<file path="config.mk">
export PLATFORM = sky130hd
export DESIGN_NAME = regfile_read_arbiter
export DESIGN_NICKNAME = d
export VERILOG_FILES = /design/src/rtl/regfile_arb_pkg.sv /design/src/rtl/regfile_read_arbiter_rr_pick.sv /design/src/rtl/regfile_read_arbiter.sv
export SDC_FILE = /design/constraint.sdc
export NUM_CORES = 1
export LEC_CHECK = 0
export CORE_MARGIN = 10
export CORE_UTILIZATION = 38
export DETAILED_ROUTE_END_ITERATION = 10
export PLACE_DENSITY = 0.76
export RECOVER_POWER = 100
export SYNTH_ARGS = -nofsm -noshare
export SYNTH_HDL_FRONTEND = slang
export SYNTH_SLANG_ARGS = --single-unit
export TNS_END_PERCENT = 100
</file>
<file path="constraint.sdc">
create_clock -name clk -period 2 [get_ports clk]
set_input_delay 0.4 -clock clk [delete_from_list [all_inputs] [get_ports clk]]
set_output_delay 0.4 -clock clk [all_outputs]
set_load 0.03 [all_outputs]
</file>
<file path="src/rtl/regfile_arb_pkg.sv">
// ============================================================================
// Module      : regfile_arb_pkg
// Description : Shared definitions for the register-file read arbiter:
//               FSM state encoding and default address/data widths.
// Revision    : 1.0 - initial release
// ============================================================================
`default_nettype none

package regfile_arb_pkg;

    localparam int AW_DEFAULT = 5;
    localparam int DW_DEFAULT = 32;

    typedef enum logic [0:0] {
        IDLE = 1'b0,
        READ = 1'b1
    } state_t;

endpackage

`default_nettype wire

</file>
<file path="src/rtl/regfile_read_arbiter_rr_pick.sv">
// ============================================================================
// Module      : rr_pick
// Description : Combinational round-robin picker. Searches req upward from
//               i_ptr, wrapping modulo NREQ, and returns the first set bit.
// Ports       : i_req    - request vector
//               i_ptr    - search start index (always < NREQ)
//               o_winner - one-hot winner (all zero when no request)
//               o_idx    - binary index of the winner
//               o_any    - at least one request is set
// Revision    : 1.0 - initial release
// ============================================================================
`default_nettype none

module rr_pick #(
    parameter int NREQ = 3
) (
    input  logic [NREQ-1:0] i_req,
    input  logic [1:0]      i_ptr,
    output logic [NREQ-1:0] o_winner,
    output logic [1:0]      o_idx,
    output logic            o_any
);

    int w_j;

    always_comb begin
        o_winner = '0;
        o_idx    = 2'd0;
        o_any    = 1'b0;
        w_j      = 0;
        for (int k = 0; k < NREQ; k++) begin
            // Rotated position; i_ptr < NREQ so one subtraction wraps it.
            w_j = int'(i_ptr) + k;
            if (w_j >= NREQ) begin
                w_j = w_j - NREQ;
            end
            if (!o_any && i_req[w_j]) begin
                o_any       = 1'b1;
                o_idx       = 2'(w_j);
                o_winner[w_j] = 1'b1;
            end
        end
    end

endmodule

`default_nettype wire

</file>
<file path="src/rtl/regfile_read_arbiter.sv">
// ============================================================================
// Module      : regfile_read_arbiter
// Description : Round-robin arbiter sharing one register-file read port
//               (external 32:1 mux) among NREQ requesters. Two-state FSM:
//               IDLE picks a winner and drives sel, READ captures mux_y.
//               One read per two cycles.
// Ports       : clk, rst_n (synchronous, active-low)
//               req[NREQ]      - level requests
//               addr[NREQ*AW]  - flattened addresses, slice i for req[i]
//               sel[AW]        - select to external read mux
//               mux_y[DW]      - external read mux output
//               gnt[NREQ]      - one-hot grant pulse
//               rvalid, rdata[DW], rid[2] - read response
// Config      : REGFILE_ARB_ZERO_FORCE_EN - reads of register 0 return 0
// Revision    : 1.0 - initial release
// ============================================================================
`default_nettype none

module regfile_read_arbiter
    import regfile_arb_pkg::*;
#(
    parameter int NREQ = 3,
    parameter int AW   = AW_DEFAULT,
    parameter int DW   = DW_DEFAULT
) (
    input  logic              clk,
    input  logic              rst_n,
    input  logic [NREQ-1:0]   req,
    input  logic [NREQ*AW-1:0] addr,
    output logic [AW-1:0]     sel,
    input  logic [DW-1:0]     mux_y,
    output logic [NREQ-1:0]   gnt,
    output logic              rvalid,
    output logic [DW-1:0]     rdata,
    output logic [1:0]        rid
);

    localparam logic [1:0] c_last = 2'(NREQ - 1);

    state_t            r_state;
    state_t            w_state_next;
    logic [1:0]        r_ptr;
    logic [1:0]        r_owner;
    logic [AW-1:0]     r_sel;
    logic [NREQ-1:0]   r_gnt;
    logic              r_rvalid;
    logic [DW-1:0]     r_rdata;
    logic [1:0]        r_rid;

    logic [NREQ-1:0]   w_winner;
    logic [1:0]        w_idx;
    logic              w_any;
    logic [DW-1:0]     w_rdata_cap;

    rr_pick #(
        .NREQ (NREQ)
    ) u_rr_pick (
        .i_req    (req),
        .i_ptr    (r_ptr),
        .o_winner (w_winner),
        .o_idx    (w_idx),
        .o_any    (w_any)
    );

    // Value captured into rdata during READ.
`ifdef REGFILE_ARB_ZERO_FORCE_EN
    assign w_rdata_cap = (r_sel == '0) ? '0 : mux_y;
`else
    assign w_rdata_cap = mux_y;
`endif

    // State register
    always_ff @(posedge clk) begin
        if (!rst_n) begin
            r_state <= IDLE;
        end else begin
            r_state <= w_state_next;
        end
    end

    // Next-state logic
    always_comb begin
        w_state_next = r_state;
        case (r_state)
            IDLE:    if (w_any) w_state_next = READ;
            READ:    w_state_next = IDLE;
            default: w_state_next = IDLE;
        endcase
    end

    // Grant/select latch and read capture. gnt and rvalid are single-cycle
    // pulses, so they default low every cycle. sel is only written on a
    // grant, which keeps it stable through the capture edge and idle cycles.
    always_ff @(posedge clk) begin
        if (!rst_n) begin
            r_ptr    <= 2'd0;
            r_owner  <= 2'd0;
            r_sel    <= '0;
            r_gnt    <= '0;
            r_rvalid <= 1'b0;
            r_rdata  <= '0;
            r_rid    <= 2'd0;
        end else begin
            r_gnt    <= '0;
            r_rvalid <= 1'b0;
            if (r_state == IDLE) begin
                if (w_any) begin
                    r_sel   <= addr[AW*int'(w_idx) +: AW];
                    r_owner <= w_idx;
                    r_gnt   <= w_winner;
                end
            end else begin
                r_rdata  <= w_rdata_cap;
                r_rid    <= r_owner;
                r_rvalid <= 1'b1;
                // Next search starts just past the requester just served.
                r_ptr    <= (r_owner == c_last) ? 2'd0 : r_owner + 2'd1;
            end
        end
    end

    assign sel    = r_sel;
    assign gnt    = r_gnt;
    assign rvalid = r_rvalid;
    assign rdata  = r_rdata;
    assign rid    = r_rid;

endmodule

`default_nettype wire

</file>
==> summary.txt <==
status: complete, but fails checks
failing checks: setup timing
initial drt markers: 75
num ports: 95
internal power: 1.99 mW
largest family of logic cells by synthesized area: multiplexers
uppermost routed layer: met4
Max-slew headroom: 22.4%
Vias/cell: 4.93
Post-Syn Nets: 282
Synth cell types: 44
largest net degree at the start of global routing: 39
Worst path max stage delay: 0.36 ns
maximum VDD drop: 0.356 mV
post-route cell area: 3650 sq um
syn avg cell area: 9.67 sq um
GP Congestion: 0.912
clock share of power: 24.8%
met2 routed WL: 3470 um
HPWL after detailed placement: 5010 um
Cell Area, Synth: 2190 sq um
Final Hold Fails: 0
Die Area: 9190 sq um
Post-DP Area: 3380 sq um
share of layout cells above drive strength 1: 21.3%
Die Width: 95.8 um
fin util: 65.9%
Seq pwr share: 37.9%
commonest non-fill, non-tap cell in the layout: clkdlybuf4s50_1
Placed Instances: 407
Clk Latency, worst-skew pair: 0.30 ns
layout net count: 402
buffer and inverter count on the worst path: 2
NetSw: 0.932 mW
slowest cell on the critical path: dfxtp_4
Routed WL: 6550 um
mux cell area share after synthesis: 19.1%
RSZ-0062 raised after global routing: yes
CTS tree: built
kind of critical path: flip-flop to flip-flop
GRT Overall Usage: 14.2%
Slew Viols, Final: 0
area delta synth->final: 67.1%
Crit. End Element: flip-flop
Setup-failing EPs final: 2
Fmax: 0.498 GHz
vias in the first global route: 2041
Post-Synth Adder-Cell Area: 2.29%
routed len/inst: 15.6 um
WL met1: 2570 um
CTS Buffer Depth: 2
critical path startpoint category: flip-flop
pwr dens: 800 nW/um^2
Clock Pin Slew Worst Setup and Hold Paths: 0.09 ns
Die Ht: 95.8 um
Req. time, crit path: 2.22 ns
Antenna Cells: 0
Post-Synth XOR/XNOR Area: 0%
non-filler cells, final: 419
core area: 5540 sq um
via count: 2065
Syn Inst Count: 226
YS warnings: 0
Clock Sinks: 48
# rows: 27
Critical Path AT: 2.23 ns
period utilization: 100%
initial antenna violation count: 0
combinational power share: 37.3%
LEAKAGE: 1.52 nW
first-pass GRT wire length: 10300 um
Max FO, Critical Path: 5
switching share of power: 31.9%
area share of and/or/nand/nor cells after synthesis: 15.3%
Top cell by count, worst path: buf_6
initial core utilization: 39.5%
worst setup margin: -0.00902 ns
CTS Buf Count: 5
Pre-antenna DRT Iters: 4
Yosys reg bits: 48
post-route ant nets: 0
DRC viols: 0
Worst-Margin Slew: 1.16 ns
sequential fraction of the synthesis area: 44.0%
CTS H-tree depth: 2
max_cap viols: 0
worst hold-check path type: flip-flop to flip-flop
Top delay family on crit path: compound AO/OA/AOI/OAI gates
minimum clock period: 2.01 ns
PortBufs: 94
Max Clock Skew: 0.00404 ns
commonest cells after routing, fill and taps aside: clkdlybuf4s50_1, dfxtp_1, dlygate4sd3_1
metal3 WL: 392 um
critical path cell sequence: buf_6, ha_4, mux2i_4, mux2_4, a311oi_4, buf_6, o21ai_1, o31ai_1
Synth Area in Compound Gates: 14.2%
overflow left after global routing: 0
clk root buf: clkbuf_8
## stage by stage
step | hold WS [ns] | power [mW] | TNS, ns | worst slack, ns
after floorplan | 0.474 | 1.73 | 0 | 0.0525
after global placement | 0.459 | 2.17 | -2.72 | -0.307
after detailed placement | 0.467 | 2.18 | -3.06 | -0.349
after CTS | 0.476 | 2.96 | -0.00260 | -0.00260
after global routing | 0.491 | 3.08 | -0.493 | -0.0999
final | 0.470 | 2.92 | -0.0126 | -0.00902
## final timing paths
check	from	end	slack, ns	depth (start not counted)
max	r_ptr[1]$_SDFFE_PN0P_	sel[2]$_SDFFE_PN0P_	-0.009	8
min	sel[2]$_SDFFE_PN0P_	sel[2]$_SDFFE_PN0P_	0.47	2
max reg2reg	r_ptr[1]$_SDFFE_PN0P_	sel[2]$_SDFFE_PN0P_	-0.009	8
min reg2reg	sel[2]$_SDFFE_PN0P_	sel[2]$_SDFFE_PN0P_	0.47	2
## synthesized netlist by cell type
master | n | area, sq um
o21a_1 | 1 | 7.51
a22oi_1 | 1 | 7.51
a31o_1 | 1 | 8.76
nor3b_1 | 1 | 7.51
o21ai_0 | 5 | 25.0
a311oi_4 | 1 | 26.3
a221o_1 | 1 | 10.0
dfxtp_1 | 48 | 961
buf_6 | 3 | 33.8
buf_2 | 6 | 30.0
inv_2 | 1 | 3.75
buf_1 | 3 | 11.3
o221a_2 | 1 | 11.3
or2_2 | 1 | 6.26
nand3_1 | 5 | 25.0
a21oi_2 | 2 | 17.5
o22ai_1 | 1 | 6.26
nor2_1 | 40 | 150
o32a_2 | 1 | 11.3
and2_1 | 1 | 6.26
and3b_1 | 1 | 8.76
mux2_2 | 1 | 11.3
a311oi_1 | 1 | 8.76
a21o_1 | 1 | 7.51
nand3b_1 | 2 | 15.0
a32oi_1 | 1 | 8.76
a211oi_1 | 6 | 45.0
o211ai_1 | 1 | 7.51
nand2b_1 | 5 | 31.3
mux2i_1 | 39 | 390
and4bb_2 | 1 | 12.5
o31ai_1 | 5 | 37.5
inv_1 | 6 | 22.5
nor4_1 | 5 | 31.3
a21oi_1 | 4 | 20.0
a211oi_2 | 1 | 12.5
nand2_1 | 3 | 11.3
nor3_1 | 1 | 5.00
o21ai_1 | 5 | 25.0
mux2_4 | 1 | 15.0
a31oi_1 | 1 | 6.26
ha_1 | 4 | 50.1
nor2b_1 | 4 | 25.0
clkbuf_1 | 3 | 11.3
## registers in the layout (all words and copies together) (netlist names)
signal	cells
rvalid	1
r_owner	2
rdata	32
r_state	1
gnt	3
r_ptr	2
rid	2
sel	5
## power groups by stage
stage	clock, mW	combinational, mW	sequential (mW)
3_3_place_gp	0	1.03	1.13
5_1_grt	0.789	1.17	1.12
4_1_cts	0.749	1.09	1.11
3_5_place_dp	0	1.04	1.14
6_report	0.725	1.09	1.11
2_1_floorplan	0	0.432	1.30
## final cells by class
type                    instances  area [sq um]
fillers                       446          1890
multi-input cells             156          1230
repair buffers                128          1220
flip-flops and latches         48           968
well taps                      72          90.1
clock buffers                   6          82.6
clock inverters                 2          38.8
inverters                       7          28.8
## logic make-up after synthesis
group / after synthesis
AOI/OAI and AO/OA: 41
adders and majority gates: 4
buffers and inverters: 22
DFF: 48
muxes: 41
and+or+nand+nor: 70
## per-layer routing
layer	track usage, %	vias to the layer above
met2	25.6	69
met5	0	-
met4	6.27	0
met3	2.33	11
li1	-	1044
met1	16.1	941
## worst reg2reg max path: cells and delay by family, from the launching register on
kind | cells | cell delay [ns]
multiplexers | 2 | 0.51
AO/OA/AOI/OAI | 3 | 0.58
flip-flops | 1 | 0.36
adder cells (fa/ha/maj) | 1 | 0.18
buffers and inverters | 2 | 0.30
## timing repair
item | in CTS | in global routing
hold buffers | 0 | 0
gates cloned | 0 | 0
endpoints found under the setup margin | 10 | 10
pin swaps | 2 | 3
buffers inserted | 3 | 1
gates resized for setup | 14 | 20
No activity file was read; power rests on OpenSTA's default activity.
